### src/rtl/pipeline_hazard_controller.sv
// Stall/flush sequencer for the 5-stage LEGv8 pipeline. It merges the data-memory freeze,
// the taken-branch flush and load-use bubble requests into one prioritised set of controls.
module pipeline_hazard_controller #(
    parameter int CNT_W       = 16,
    parameter int MEM_TIMEOUT = 255
) (
    input  logic             CLOCK,
    input  logic             RESET_N,
    input  logic             IDEX_MemRead,
    input  logic [4:0]       IDEX_RegisterRd,
    input  logic [4:0]       IFID_RegisterRn,
    input  logic [4:0]       IFID_RegisterRm,
    input  logic             EXMEM_BranchTaken,
    input  logic             DMEM_Req,
    input  logic             DMEM_Ready,
    input  logic             CountClear,
    output logic             PCWrite,
    output logic             IFID_Write,
    output logic             IFID_Flush,
    output logic             IDEX_Flush,
    output logic             EXMEM_Flush,
    output logic             Pipe_Freeze,
    output logic             MemTimeout,
    output logic [CNT_W-1:0] StallCycles,
    output logic [CNT_W-1:0] FlushCount,
    output logic [1:0]       State
);

    typedef enum logic [1:0] {
        RUN     = 2'd0,
        LOADUSE = 2'd1,
        MEMWAIT = 2'd2,
        UNUSED  = 2'd3
    } state_t;

    state_t      state;
    state_t      next_state;
    logic        cond_f;
    logic        cond_b;
    logic        cond_l;
    logic        stall_inc;
    logic        flush_inc;
    logic [15:0] wait_cnt;
    logic [16:0] wait_inc;

    // X31 is XZR, so a load targeting it never creates a real dependency.
    always_comb begin
        cond_f = DMEM_Req & ~DMEM_Ready;
        cond_b = EXMEM_BranchTaken;
        cond_l = IDEX_MemRead
               & (IDEX_RegisterRd != 5'd31)
               & ((IDEX_RegisterRd == IFID_RegisterRn) | (IDEX_RegisterRd == IFID_RegisterRm))
               & (state != LOADUSE);
    end

    // NOTE: every output of this block gets a default first, so no path leaves one unassigned (no latch).
    always_comb begin
        next_state  = RUN;
        PCWrite     = 1'b1;
        IFID_Write  = 1'b1;
        IFID_Flush  = 1'b0;
        IDEX_Flush  = 1'b0;
        EXMEM_Flush = 1'b0;
        Pipe_Freeze = 1'b0;
        stall_inc   = 1'b0;
        flush_inc   = 1'b0;

        if (cond_f) begin
            next_state  = MEMWAIT;
            PCWrite     = 1'b0;
            IFID_Write  = 1'b0;
            Pipe_Freeze = 1'b1;
            stall_inc   = 1'b1;
        end else if (cond_b) begin
            IFID_Flush  = 1'b1;
            IDEX_Flush  = 1'b1;
            EXMEM_Flush = 1'b1;
            flush_inc   = 1'b1;
        end else if (cond_l) begin
            next_state  = LOADUSE;
            PCWrite     = 1'b0;
            IFID_Write  = 1'b0;
            IDEX_Flush  = 1'b1;
            stall_inc   = 1'b1;
        end

        // Hold the front end and keep bubbles flowing for as long as reset is asserted.
        if (!RESET_N) begin
            PCWrite     = 1'b0;
            IFID_Write  = 1'b0;
            IFID_Flush  = 1'b1;
            IDEX_Flush  = 1'b1;
            EXMEM_Flush = 1'b1;
            Pipe_Freeze = 1'b0;
        end
    end

    // NOTE: sequential state is written with non-blocking assignments so every register samples pre-edge values.
    always_ff @(posedge CLOCK or negedge RESET_N) begin
        if (!RESET_N) begin
            state <= RUN;
        end else begin
            state <= next_state;
        end
    end

    always_ff @(posedge CLOCK or negedge RESET_N) begin
        if (!RESET_N) begin
            StallCycles <= '0;
            FlushCount  <= '0;
        end else if (CountClear) begin
            StallCycles <= '0;
            FlushCount  <= '0;
        end else begin
            if (stall_inc && (StallCycles != '1)) begin
                StallCycles <= StallCycles + CNT_W'(1);
            end
            if (flush_inc && (FlushCount != '1)) begin
                FlushCount <= FlushCount + CNT_W'(1);
            end
        end
    end

    // wait_cnt counts consecutive frozen cycles; it saturates so MemTimeout can never be missed.
    assign wait_inc = {1'b0, wait_cnt} + 17'd1;

    always_ff @(posedge CLOCK or negedge RESET_N) begin
        if (!RESET_N) begin
            wait_cnt   <= '0;
            MemTimeout <= 1'b0;
        end else if (cond_f) begin
            if (wait_cnt != '1) begin
                wait_cnt <= wait_inc[15:0];
            end
            if (wait_inc >= 17'(MEM_TIMEOUT)) begin
                MemTimeout <= 1'b1;
            end
        end else begin
            wait_cnt <= '0;
        end
    end

    assign State = state;

endmodule

### config.mk
export PLATFORM = sky130hd
export DESIGN_NAME = pipeline_hazard_controller
export DESIGN_NICKNAME = d
export VERILOG_FILES = /design/src/rtl/pipeline_hazard_controller.sv
export SDC_FILE = /design/constraint.sdc
export NUM_CORES = 1
export LEC_CHECK = 0
export ABC_CLOCK_PERIOD_IN_PS = 2980
export CORE_MARGIN = 4
export CORE_UTILIZATION = 51
export CTS_CLUSTER_DIAMETER = 40
export CTS_CLUSTER_SIZE = 25
export DETAILED_ROUTE_END_ITERATION = 10
export GPL_TIMING_DRIVEN = 1
export PLACE_DENSITY = 0.78
export SYNTH_ARGS = -nofsm -noshare
export SYNTH_HDL_FRONTEND = slang
export SYNTH_SLANG_ARGS = --single-unit
### constraint.sdc
create_clock -name CLOCK -period 2.98 [get_ports CLOCK]
set_input_delay 0.596 -clock CLOCK [delete_from_list [all_inputs] [get_ports CLOCK]]
set_output_delay 0.596 -clock CLOCK [all_outputs]
set_load 0.01 [all_outputs]
**After elaboration in Yosys (flattened, before gate mapping)**

Cells that the tools add are included.

- Add/sub/neg operators: 3
- Multipliers: 0
- Div/mod/pow operators: 0
- $lt $le $gt $ge: 1
- Equal/unequal tests: 8
- Shift-type cells: 0
- Mux-type cells: 24
- Bitwise operators: 6
- Reduce and logical (&&, ||, !) cells: 5

Operators with widths:

| cell | number |
|---|---|
| $mux W16 | 6 |
| $ne A16 B16 Y1 const B | 3 |
| $add A16 B1 Y16 const B | 2 |
| $add A16 B1 Y17 const B | 1 |
| $ge A17 B8 Y1 const B | 1 |
| $mux W1 | 17 |
| $eq A5 B5 Y1 | 2 |
| $ne A5 B5 Y1 const B | 1 |
| $and A1 B1 Y1 | 4 |
| $ne A2 B1 Y1 const B | 2 |
| $reduce_bool A2 Y1 | 2 |
| $logic_and A1 B1 Y1 | 2 |
| $mux W2 | 1 |
| $reduce_and A2 Y1 | 1 |
| $not A1 Y1 | 1 |
| $or A1 B1 Y1 | 1 |

- Register bits after elaboration: 51
- Bits in latches: 0
- Bits in writable memories: 0
- Memory bits (read-only): 0
- Bits of input ports: 22
- Output and inout bits: 41
- Logic and storage cells: 52
- Memories: 0

**Depth between registers and ports, before layout**

- Depth in word-level cells: 10
- Depth in mapped cells: 9
- Mapped depth without buffers: 7

**Worst setup path after synthesis**

OpenSTA, ideal clock, no wires.

- Path type: input to output
- Start point: input DMEM_Ready
- End point: output IDEX_Flush
- Arrival time: 1582 ps
- Data required time: 2384 ps
- Setup slack: 802 ps
- Stages on the path: 5
- Buffers on the path: 1
- Cell sequence: nand2b_1 clkbuf_1 inv_1 or3_1 nand3_1

- Cells in the longest elaborated chain, start to end: 4

Ends and longest elaborated chain:

| item | RTL line | RTL |
|---|---|---|
| start, declared | 15 | `input logic DMEM_Ready,` |
| $not A1 Y1 | 48 | `cond_f = DMEM_Req & ~DMEM_Ready;` |
| $and A1 B1 Y1 | 48 |  |
| net cond_f | 38 | `logic cond_f;` |
| $mux W1 | 68 | `if (cond_f) begin` |
| $mux W1 | 88 | `if (!RESET_N) begin` |
| end, declared | 20 | `output logic IDEX_Flush,` |

The timed path passes the listed nets, and every way through them passes these cells.

**Final worst setup path**

- Start point: input IDEX_RegisterRd[3]
- End point: output IFID_Write

- Cells in the longest elaborated chain, start to end: 8
- Elaborated cells between the ends (all ways): 11
- Classes of those cells: eq/ne (3); mux (4); bitwise (4)

Ends and longest elaborated chain:

| item | RTL line | RTL |
|---|---|---|
| start, declared | 10 | `input logic [4:0] IDEX_RegisterRd,` |
| $ne A5 B5 Y1 / $eq A5 B5 Y1 (equally long branches) | 51, 52 |  |
| $and A1 B1 Y1 / $or A1 B1 Y1 (equally long branches) | 51, 52 |  |
| $and A1 B1 Y1 * | 52 | `& ((IDEX_RegisterRd == IFID_RegisterRn) \| (IDEX_RegisterRd == IFID_RegisterRm))` |
| $and A1 B1 Y1 * | 53 | `& (state != LOADUSE);` |
| $mux W1 * | 79 | `end else if (cond_l) begin` |
| $mux W1 * | 74 | `end else if (cond_b) begin` |
| $mux W1 * | 68 |  |
| $mux W1 * | 88 |  |
| end, declared | 18 | `output logic IFID_Write,` |

Every way passes the cells marked *; elsewhere a longest branch is shown, timed or not.

==> flow_summary.ini <==
[outcome]
status = finished clean

[cells_and_area]
postLayoutCellArea_um2 = 3780
final_util = 0.682
final_common_cell = clkdlybuf4s50_1
layout-drive-gt1-share = 0.0698
most-common-layout-cells = clkdlybuf4s50_1 (54), dfrtp_1 (51), nor2_1 (33)
antennaDiodeCount = 0
syn2layout_area_growth_pct = 28.8
nets = 412
nFillCells = 465

[grt]
antenna_found_initial = 0
grt_use_met3 = 0.0405
grt_max_degree = 34
use_met1 = 0.264
grt_usage = 0.200
grtUsageMet2 = 0.333
grt_pass1_vias = 2517
grt_pass1_wl_mm = 11.7
grt-busiest-layer = met2
grt-ovfl-total = 0

[cts]
cts.sinks = 51
postCtsSetupRepairBufs = 0
path_clk_slew_ps = 90
clk_path_buf_depth = 2
cts_buffers = 5
htree_levels = 2
cts_tree = yes
root_buffer = clkbuf_8
clock_latency_ps = 310
holdBufCountCts = 0

[power]
p_leak_nw = 1.53
vdd_ir_drop_max_mv = 0.217
power_density_nw_per_um2 = 359
power.total_mw = 1.36

[logic_synthesis]
seq_area_frac_synth = 0.435
synthArstFlopShare = 1.00
synth_ff_type = dfrtp_1
syn_area_um2 = 2940
yosysWarnings = 0
syn_nets = 348
synth-seq-cells = 51
synthCells = 322
synth_edf_count = 0
syn_avg_cell_area_um2 = 9.12
synth_cell_type_count = 45

[sta]
slew_violations = 0
tightest_slew_ps = 511
hold_violations = 0
period_share = 0.987
skew_ps = 7.92
maxSlewHeadroom = 0.656
setup-tns-final_ps = 0
setup_viol = 0
rsz0062_at_grt = false
clock.fmax_mhz = 340
worst_hold_slack_ps = 174
final.min_clock_period_ps = 2940

[detailed_routing]
drtIter0Drc = 88
dr_total_vias = 2586
wl_mm = 6.90
remaining_drc_errors = 0
viasPerCell = 5.63
avgRoutedWirePerCell_um = 15.0
drt-pass1-iter-count = 4
antenna_left = 0

[critical_path]
setup.worst_path.start = IDEX_RegisterRd[3]
r2r_start = StallCycles[0]
r2r_slack_ps = 500
crit_chain = clkdlybuf4s50_1 -> xor2_1 -> nor2_1 -> a22oi_1 -> buf_4 -> o311a_1 -> dlygate4sd2_1
worst_setup_path_end_kind = output pin
worst-endpoint-required_ps = 2380
cp_slowest_cell = clkdlybuf4s50_1
arrival_ps = 2340
critPathKind = in2out
slowest_delay_ps = 460
path_buf_inv = 3
r2r-end = StallCycles[1]
start_kind = input port
cp_max_fo = 3
r2r_cells = 8
cp_top_family = buffers and inverters

[flow_run]
max_cap_violations = 0

[floorplanning]
core_um2 = 5540
die_x_um = 83.9
num_io_pins = 63
die-height_um = 83.9
initial_core_util = 0.530
die_area_um2 = 7030
rows = 27

[hold_path]
hp-class = in2async

[placement]
hpwl_mm = 5.04
portBuffers = 62
dpl_cell_area_um2 = 3650
gp_congestion = 0.804
[cell families (layout without fill, tap and decap cells)]
| logic type | after synthesis | count (layout) | synth area share |
|---|---|---|---|
| adders and majority gates | 4 | 4 | 0.0171 |
| AOI/OAI and AO/OA | 63 | 63 | 0.138 |
| DFF | 51 | 51 | 0.435 |
| muxes | 5 | 5 | 0.0179 |
| buffers and inverters | 22 | 87 | 0.0324 |
| and+or+nand+nor | 139 | 139 | 0.246 |
| xor gates and xnor gates | 38 | 38 | 0.113 |
[cells in the mapped netlist (2+ instances only)]
cell / number / share of area
a211oi_1: 4 / 0.010
a21oi_1: 27 / 0.046
a31oi_1: 3 / 0.0064
and2_1: 5 / 0.011
and3_1: 7 / 0.015
and4_1: 6 / 0.018
buf_1: 2 / 0.0026
buf_2: 4 / 0.0068
buf_4: 2 / 0.0051
clkbuf_1: 9 / 0.012
dfrtp_1: 51 / 0.43
ha_1: 4 / 0.017
inv_1: 5 / 0.0064
mux2_2: 2 / 0.0077
mux2i_1: 3 / 0.010
nand2_1: 27 / 0.035
nand2b_1: 3 / 0.0064
nand3_1: 15 / 0.026
nand4_1: 13 / 0.028
nor2_1: 33 / 0.042
nor3_1: 7 / 0.012
o2111ai_1: 2 / 0.0060
o21ai_0: 13 / 0.022
o31ai_1: 4 / 0.010
or3_1: 13 / 0.028
or4_1: 3 / 0.0077
xnor2_1: 12 / 0.036
xor2_1: 26 / 0.078
[where the power goes]
| group | total (mW) | internal [mW] | switching, mW |
|---|---|---|---|
| clock | 0.503 | 0.272 | 0.231 |
| combinational | 0.145 | 0.0704 | 0.0745 |
| sequential | 0.708 | 0.698 | 0.00961 |
| total | 1.36 | 1.04 | 0.315 |
[final cells by class]
class / instances / area, um^2 / area share
clock buffer: 6 / 82.6 / 0.0218
clock inverter: 2 / 35.0 / 0.00927
inverter: 5 / 18.8 / 0.00497
multi-input combinational: 249 / 1560 / 0.414
sequential: 51 / 1280 / 0.338
tap: 72 / 90.1 / 0.0238
timing repair buffer: 74 / 713 / 0.189
[per-layer routing]
layer	up-vias	wire length, um
met5	-	0
met4	0	88
met3	9	255
met2	49	3430
met1	1255	3120
li1	1273	-
[how the worst max path moves through the flow]
stage | endpoint | slack (ps) | depth (start not counted)
floorplan | IDEX_Flush | 800 | 5
global placement | PCWrite | -190 | 7
detailed placement | PCWrite | -220 | 7
CTS | IFID_Write | -1 | 7
global route | IFID_Write | 30 | 7
finish | IFID_Write | 40 | 7
[state kept, by name, indices dropped and copies added (netlist names)]
signal,cells
FlushCount,16
MemTimeout,1
StallCycles,16
State,2
wait_cnt,16
[stage by stage]
stage	instances	worst slack, ps
floorplan	322	802
global placement	451	-193
detailed placement	451	-218
CTS	459	-0.965
global route	459	28.0
finish	459	40.1
[what timing repair did]
| item | in CTS | in global routing |
|---|---|---|
| hold endpoints to repair | 0 | 0 |
| gates resized for setup | 4 | 4 |
| pin swaps | 0 | 2 |
| endpoints found under the setup margin | 3 | 3 |
Power figures use the tool's default switching activity.
